`config.mk`:
```
export PLATFORM = sky130hd
export DESIGN_NAME = multihot_encoder_seq
export DESIGN_NICKNAME = d
export VERILOG_FILES = /design/src/rtl/encoder_pkg.sv /design/src/rtl/ffs_index.sv /design/src/rtl/multihot_encoder_seq.sv
export SDC_FILE = /design/constraint.sdc
export NUM_CORES = 1
export LEC_CHECK = 0
export ABC_CLOCK_PERIOD_IN_PS = 2700
export CORE_ASPECT_RATIO = 0.9
export CORE_UTILIZATION = 47
export CTS_BUF_LIST = sky130_fd_sc_hd__clkbuf_8
export DETAILED_ROUTE_END_ITERATION = 8
export PLACE_DENSITY_LB_ADDON = 0.15
export SYNTH_ARGS = -nofsm -noshare
export SYNTH_HDL_FRONTEND = slang
export SYNTH_SLANG_ARGS = --single-unit
```
`constraint.sdc`:
```
create_clock -name clk -period 2.7 [get_ports clk]
set_input_delay 0.54 -clock clk [delete_from_list [all_inputs] [get_ports clk]]
set_output_delay 0.54 -clock clk [all_outputs]
set_load 0.005 [all_outputs]
```
`src/rtl/encoder_pkg.sv`:
```
// Shared definitions for the multi-hot encoder family: FSM state type and a
// constant-evaluable ceiling-log2 used to size index ports.
package encoder_pkg;

  typedef enum logic [0:0] {
    IDLE = 1'b0,
    EMIT = 1'b1
  } state_t;

  // Smallest r such that 2**r >= value; usable in parameter expressions.
  function automatic int clog2(input int value);
    int result;
    result = 0;
    for (int i = 0; i < 31; i++) begin
      if ((32'sd1 <<< i) < value) begin
        result = i + 1;
      end
    end
    return result;
  endfunction

endpackage

```
`src/rtl/ffs_index.sv`:
```
// Combinational find-first-set. Returns the index of the highest-priority set
// bit and a one-hot mask selecting it. With LSB_FIRST=1 the lowest set bit
// wins, otherwise the highest. An all-zero vector yields idx=0, mask=0.
module ffs_index
  import encoder_pkg::*;
#(
  parameter int N         = 10,
  parameter bit LSB_FIRST = 1'b1,
  localparam int W        = clog2(N)
) (
  input  logic [N-1:0] vec,
  output logic [W-1:0] idx,
  output logic [N-1:0] mask
);

  logic [N-1:0] ordered_s;
  logic [N-1:0] lowest_s;

  // Mirror the vector so priority is always "lowest set bit", isolate it with
  // the two's-complement trick, mirror back and binary-encode the one-hot mask.
  always_comb begin
    ordered_s = {N{1'b0}};
    lowest_s  = {N{1'b0}};
    mask      = {N{1'b0}};
    idx       = {W{1'b0}};
    for (int i = 0; i < N; i++) begin
      ordered_s[i] = LSB_FIRST ? vec[i] : vec[N-1-i];
    end
    lowest_s = ordered_s & (~ordered_s + N'(1));
    for (int i = 0; i < N; i++) begin
      mask[i] = LSB_FIRST ? lowest_s[i] : lowest_s[N-1-i];
    end
    for (int i = 0; i < N; i++) begin
      idx = idx | (mask[i] ? W'(i) : W'(0));
    end
  end

endmodule

```
`src/rtl/multihot_encoder_seq.sv`:
```
// Sequential multi-hot encoder: accepts a request vector over valid/ready and
// streams the index of every set bit, one per cycle, flagging the last one.
// All-zero vectors are reported with a one-cycle err_zero pulse instead.
// Outputs depend only on registered state, never combinationally on in_*.
module multihot_encoder_seq
  import encoder_pkg::*;
#(
  parameter int N         = 10,
  parameter bit LSB_FIRST = 1'b1,
  localparam int W        = clog2(N)
) (
  input  logic         clk,
  input  logic         rst,
  input  logic         in_valid,
  output logic         in_ready,
  input  logic [N-1:0] in_vec,
  output logic         out_valid,
  input  logic         out_ready,
  output logic [W-1:0] out_idx,
  output logic         out_last,
  output logic         err_zero,
  output logic         busy
);

  state_t       state_r;
  state_t       state_s;
  logic [N-1:0] pending_r;
  logic         err_zero_r;
  logic [N-1:0] sel_mask_s;
  logic [W-1:0] sel_idx_s;
  logic         single_s;
  logic         accept_s;
  logic         beat_s;

  ffs_index #(
    .N         (N),
    .LSB_FIRST (LSB_FIRST)
  ) u_ffs (
    .vec  (pending_r),
    .idx  (sel_idx_s),
    .mask (sel_mask_s)
  );

  assign in_ready  = (state_r == IDLE);
  assign out_valid = (state_r == EMIT);
  assign busy      = (state_r == EMIT);
  assign out_idx   = sel_idx_s;
  assign err_zero  = err_zero_r;

  // At most one bit left; gated by EMIT so an empty pending never reads as last.
  assign single_s = ((pending_r & (pending_r - N'(1))) == {N{1'b0}});
  assign out_last = out_valid & single_s;

  assign accept_s = in_valid & in_ready;
  assign beat_s   = out_valid & out_ready;

  // Next-state logic: leave IDLE only for a non-empty vector, return after the last beat.
  always_comb begin
    state_s = state_r;
    case (state_r)
      IDLE: begin
        if (in_valid && (in_vec != {N{1'b0}})) begin
          state_s = EMIT;
        end else begin
          state_s = IDLE;
        end
      end
      EMIT: begin
        if (out_ready && single_s) begin
          state_s = IDLE;
        end else begin
          state_s = EMIT;
        end
      end
      default: begin
        state_s = IDLE;
      end
    endcase
  end

  // State register; reset drops out_valid/busy immediately.
  always_ff @(posedge clk or posedge rst) begin
    if (rst) begin
      state_r <= IDLE;
    end else begin
      state_r <= state_s;
    end
  end

  // Pending vector: load on accept, clear the emitted bit on each transfer.
  always_ff @(posedge clk or posedge rst) begin
    if (rst) begin
      pending_r <= {N{1'b0}};
    end else if (accept_s) begin
      pending_r <= in_vec;
    end else if (beat_s) begin
      pending_r <= pending_r & ~sel_mask_s;
    end else begin
      pending_r <= pending_r;
    end
  end

  // One-cycle pulse following acceptance of an all-zero vector.
  always_ff @(posedge clk or posedge rst) begin
    if (rst) begin
      err_zero_r <= 1'b0;
    end else begin
      err_zero_r <= accept_s && (in_vec == {N{1'b0}});
    end
  end

endmodule

```
; ---- Word level (Yosys, flattened, before mapping)
; Index checks and enable logic that the tools add are counted.
; W data, S select, Z words.
[word_totals]
reg_bits = 12
inputBits = 14
out_inout_bits = 9
wordCells = 43
[classes]
add_sub_neg = 2
mux = 14
bitwise = 17
reduce_logical = 7
[ops]
columns = cell, n
row1 = $or A4 B4 Y4, 8
row2 = $and A10 B10 Y10, 3
row3 = $logic_not A10 Y1, 2
row4 = $mux W10, 2
row5 = $not A10 Y10, 2
row6 = $mux W3, 4
row7 = $add A10 B1 Y10 const B, 1
row8 = $reduce_bool A10 Y1, 1
row9 = $sub A10 B1 Y10 const B, 1
row10 = $mux W4, 2
row11 = $mux W2, 2
row12 = $and A1 B1 Y1, 3
row13 = $logic_and A1 B1 Y1, 3
row14 = $mux W1, 3
row15 = $pmux W1 S2, 1
row16 = $reduce_bool A2 Y1, 1
row17 = $not A1 Y1, 1

; ---- Longest topological paths before layout
[logic_depth]
ltp_word = 12
mapped_depth = 7
mapped_depth_nobuf = 5

; ---- By module
; A second synthesis with hierarchy kept.
[unflattened]
hier_cells = 108
area_unflattened_um2 = 854.6
[modules_own_cells]
columns = module, n_inst, cells_each, area_per_inst_um2, seq_area_each_um2
row1 = multihot_encoder_seq, 1, 80, 665.6, 300.3
row2 = ffs_index, 1, 28, 188.9, 0.0

; ---- Least setup slack after synthesis
; Ideal clock, no wire load.
[synth_path]
kind = reg-to-output
startpoint = reg pending_r[1]
endpoint = out out_idx[0]
arrival_ns = 1.824
t_required_ns = 2.160
slack_ns = 0.336
path_stages_with_launch = 6
path_buffers = 1
path_cell_list = dfrtp_1 -> or4_1 -> buf_2 -> nand2b_4 -> or4_4 -> o22ai_1
[synth_between]
elab_chain_len = 12
[synth_rtl]
columns = element, line_no
row1 = start: declaration, multihot_encoder_seq.sv:27  ; logic [N-1:0] pending_r;
row2 = start signal: assignment, multihot_encoder_seq.sv:93  ; pending_r <= {N{1'b0}};
row3 = start signal: assignment, multihot_encoder_seq.sv:95  ; pending_r <= in_vec;
row4 = start signal: assignment, multihot_encoder_seq.sv:97  ; pending_r <= pending_r & ~sel_mask_s;
row5 = $not A10 Y10, ffs_index.sv:29  ; lowest_s = ordered_s & (~ordered_s + N'(1));
row6 = $add A10 B1 Y10, ffs_index.sv:29
row7 = $and A10 B10 Y10 *, ffs_index.sv:29
row8 = $mux W1, ffs_index.sv:34  ; idx = idx | (mask[i] ? W'(i) : W'(0));
row9 = $or A4 B4 Y4 (7 in a row), ffs_index.sv:34
row10 = $or A4 B4 Y4 *, ffs_index.sv:34
row11 = end: declaration, multihot_encoder_seq.sv:19  ; output logic [W-1:0] out_idx,
; Mark *: on every way between the ends. The rest lies on a longest branch, timed or not.

; ---- Worst setup path after layout
[layout_path]
startpoint = reg pending_r[1]
endpoint = out out_idx[2]
[layout_between]
elab_chain_len = 10
[layout_rtl]
columns = element, line_no
row1 = $not A10 Y10 *, ffs_index.sv:29
row2 = $add A10 B1 Y10 *, ffs_index.sv:29
row3 = $and A10 B10 Y10 *, ffs_index.sv:29
row4 = $mux W3, ffs_index.sv:34
row5 = $or A4 B4 Y4 (3 in a row), ffs_index.sv:34
row6 = $or A4 B4 Y4 * (3 in a row), ffs_index.sv:34
; Marks and branches as above.

==> results.tsv <==
metric	value	unit
count of cell types in the netlist	29	
max-cap viol count	0	
ys flop type	dfrtp_1	
die area	1740	µm²
Num CTS Buffers	3	
post-route cell area	1080	µm²
placed cells	132	
setup TNS	0	ps
clk_lat worst skew	240	ps
Final ANT Viol Nets	0	
Synth top area share	0.404	
largest net degree at the start of global routing	19	
CP Capture Point	out_idx[2]	
initial antenna violation count	0	
H-tree depth	1	
Pre-antenna DRT Iters	6	
drc violations	0	
Total Wirelength	2050	µm
Root Buffer	clkbuf_8	
Post-synth EDFFs	0	
setup violators final	0	
Final WS setup	86.7	ps
DP Wirelength	1490	µm
fillers	119	
cell area power density	1270	nW/µm²
met3 Use GR	0.0507	
dominant cells by area after synthesis	dfrtp_1, o21ai_0, nand2_1, nor2_1, clkbuf_1	
Setup Skew	3.37	ps
clock buffer depth	2	
status	complete, no violations	
total global routing overflow	0	
peak supply drop	729	µV
Post-CTS Hold Buffers	0	
fin cells	136	
Crit. Startpoint	pending_r[1]$_DFFE_PP0P_	
Synth Warn #	0	
Cell Rows	13	
period utilization	0.968	
Mean Syn Cell Area	7.91	µm²
CP Class	flip-flop to output port	
chip height	39.7	µm
# port buffers	22	
CTS tree	done	
Worst Path Required	2160	ps
Slew headroom	0.692	
cell with the most instances after synthesis	nand2_1	
Worst setup EP type	output port	
Avg Vias per Cell	5.77	
first-pass GRT wire length	3370	µm
Clock transition at path regs	50	ps
share of cells above drive strength 1	0.182	
DR vias	785	
Post-DP Area	1020	µm²
asr flop ratio synth	1.00	
R2R Path Start	pending_r[1]$_DFFE_PP0P_	
busiest metal layer after global routing	met2	
Max Slew Vio Count	0	
worst-path fanout max	5	
reg-to-reg endpoint	pending_r[9]$_DFFE_PP0P_	
Placement Setup Slack	-5.91	ps
Syn Nets	108	
Hold Vio Cnt, Final	0	
Mapped Area	743	µm²
cell count after synthesis	94	
Total Routing Usage GR	0.279	
Yosys reg bits	12	
fin crit period	2610	ps
Die Wd	43.9	µm
worst hold path type	primary input to async pin	
core area	1460	µm²
Slew @ Worst Pin	462	ps
FMAX	383	MHz
Top Ports	23	
vias in the first global route	710	
leak pwr	0.459	nW
crit path DAT	2070	ps
P&R area growth vs syn	45.3	%
# nets final	136	
met2 Usage GRT	0.444	
GP Congestion	0.788	
WL/cell	15.1	µm
r2r setup slk	740	ps
# diodes	0	
critical path startpoint category	flip-flop	
RSZ-0062 raised after global routing	false	
Reg2Reg Depth	6	
DRT iter0 DRCs	28	
post-synthesis sequential area ratio	0.404	
top cells by count, synth	nand2_1, dfrtp_1, o21ai_0	
area leader, netlist	dfrtp_1	
GRT met1 Usage	0.368	
Setup Buffers After CTS	0	
Starting Density	0.508	
CTS sink cnt	12	
report_power, final:
group | switching (W) | internal [W] | total [W]
clock network | 0.0000660 | 0.000129 | 0.000195
registers | 0.000106 | 0.000250 | 0.000357
logic | 0.000368 | 0.000450 | 0.000818
stage by stage:
| step | total power (W) | util | hold WS [ps] |
|---|---|---|---|
| after floorplan | 0.000765 | - | 405 |
| after global placement | 0.00114 | 0.696 | 588 |
| final | 0.00137 | 0.738 | 606 |
| after global routing | 0.00148 | 0.738 | 630 |
| after CTS | 0.00134 | 0.733 | 614 |
| after detailed placement | 0.00116 | 0.696 | 601 |
sequential cells by signal (all words and copies together) (netlist names):
| register | cells |
|---|---|
| busy | 1 |
| pending_r | 10 |
| err_zero | 1 |
per-layer routing:
layer  routed length [µm]  vias up
li1                     -      394
met1                  954      360
met2                  944       25
met3                  101        6
met4                   47        0
met5                    0        -
critical path: stages (launching register included):
cell and delay [ps]:
dfrtp_1 380, or4_4 530, buf_4 170, buf_4 130, a21oi_1 110, clkdlybuf4s50_1 510
area by class of cell:
type,count,area [µm²],area share
Sequential cell,12,300,0.278
Multi-Input combinational cell,68,403,0.373
Inverter,5,18.8,0.0174
Timing Repair Buffer,32,284,0.263
Clock buffer,4,55.1,0.0510
Tap cell,15,18.8,0.0174
what timing repair did:
item,4_1_cts,5_1_grt
cloned,0,0
endpoints found under the setup margin,3,2
resized for setup,4,7
pin swaps,1,1
cells in the final DEF, fill, tap and decap left out, types with 2 or more instances in the layout:
cell type,count
o41ai_1,3
dfrtp_1,12
o21ai_0,11
nand2_1,14
nor2_1,8
buf_4,10
clkbuf_8,4
o21ai_1,2
a211oi_1,2
or4_4,2
nor3_1,3
nor4_1,3
nand3_1,2
inv_1,5
clkdlybuf4s50_1,19
clkbuf_2,2
o31ai_1,2
a21oi_1,5
cell families after synthesis:
| group | Yosys count | synth area share |
|---|---|---|
| AND/OR/NAND/NOR | 35 | 0.231 |
| AO/OA/AOI/OAI | 32 | 0.274 |
| buffers and inverters | 14 | 0.0774 |
| flip-flops | 12 | 0.404 |
| adder cells (fa/ha/maj) | 1 | 0.0135 |
worst min path at each step:
| stage | end | from | cells past startpoint | slack (ps) |
|---|---|---|---|---|
| floorplan | busy$_DFF_PP0_ | rst | 1 | 400 |
| global placement | pending_r[9]$_DFFE_PP0P_ | pending_r[9]$_DFFE_PP0P_ | 2 | 590 |
| detailed placement | busy$_DFF_PP0_ | busy$_DFF_PP0_ | 2 | 600 |
| CTS | busy$_DFF_PP0_ | busy$_DFF_PP0_ | 2 | 610 |
| global route | pending_r[9]$_DFFE_PP0P_ | pending_r[9]$_DFFE_PP0P_ | 2 | 630 |
| finish | pending_r[9]$_DFFE_PP0P_ | rst | 2 | 610 |
(Power assumes the default switching activity.)
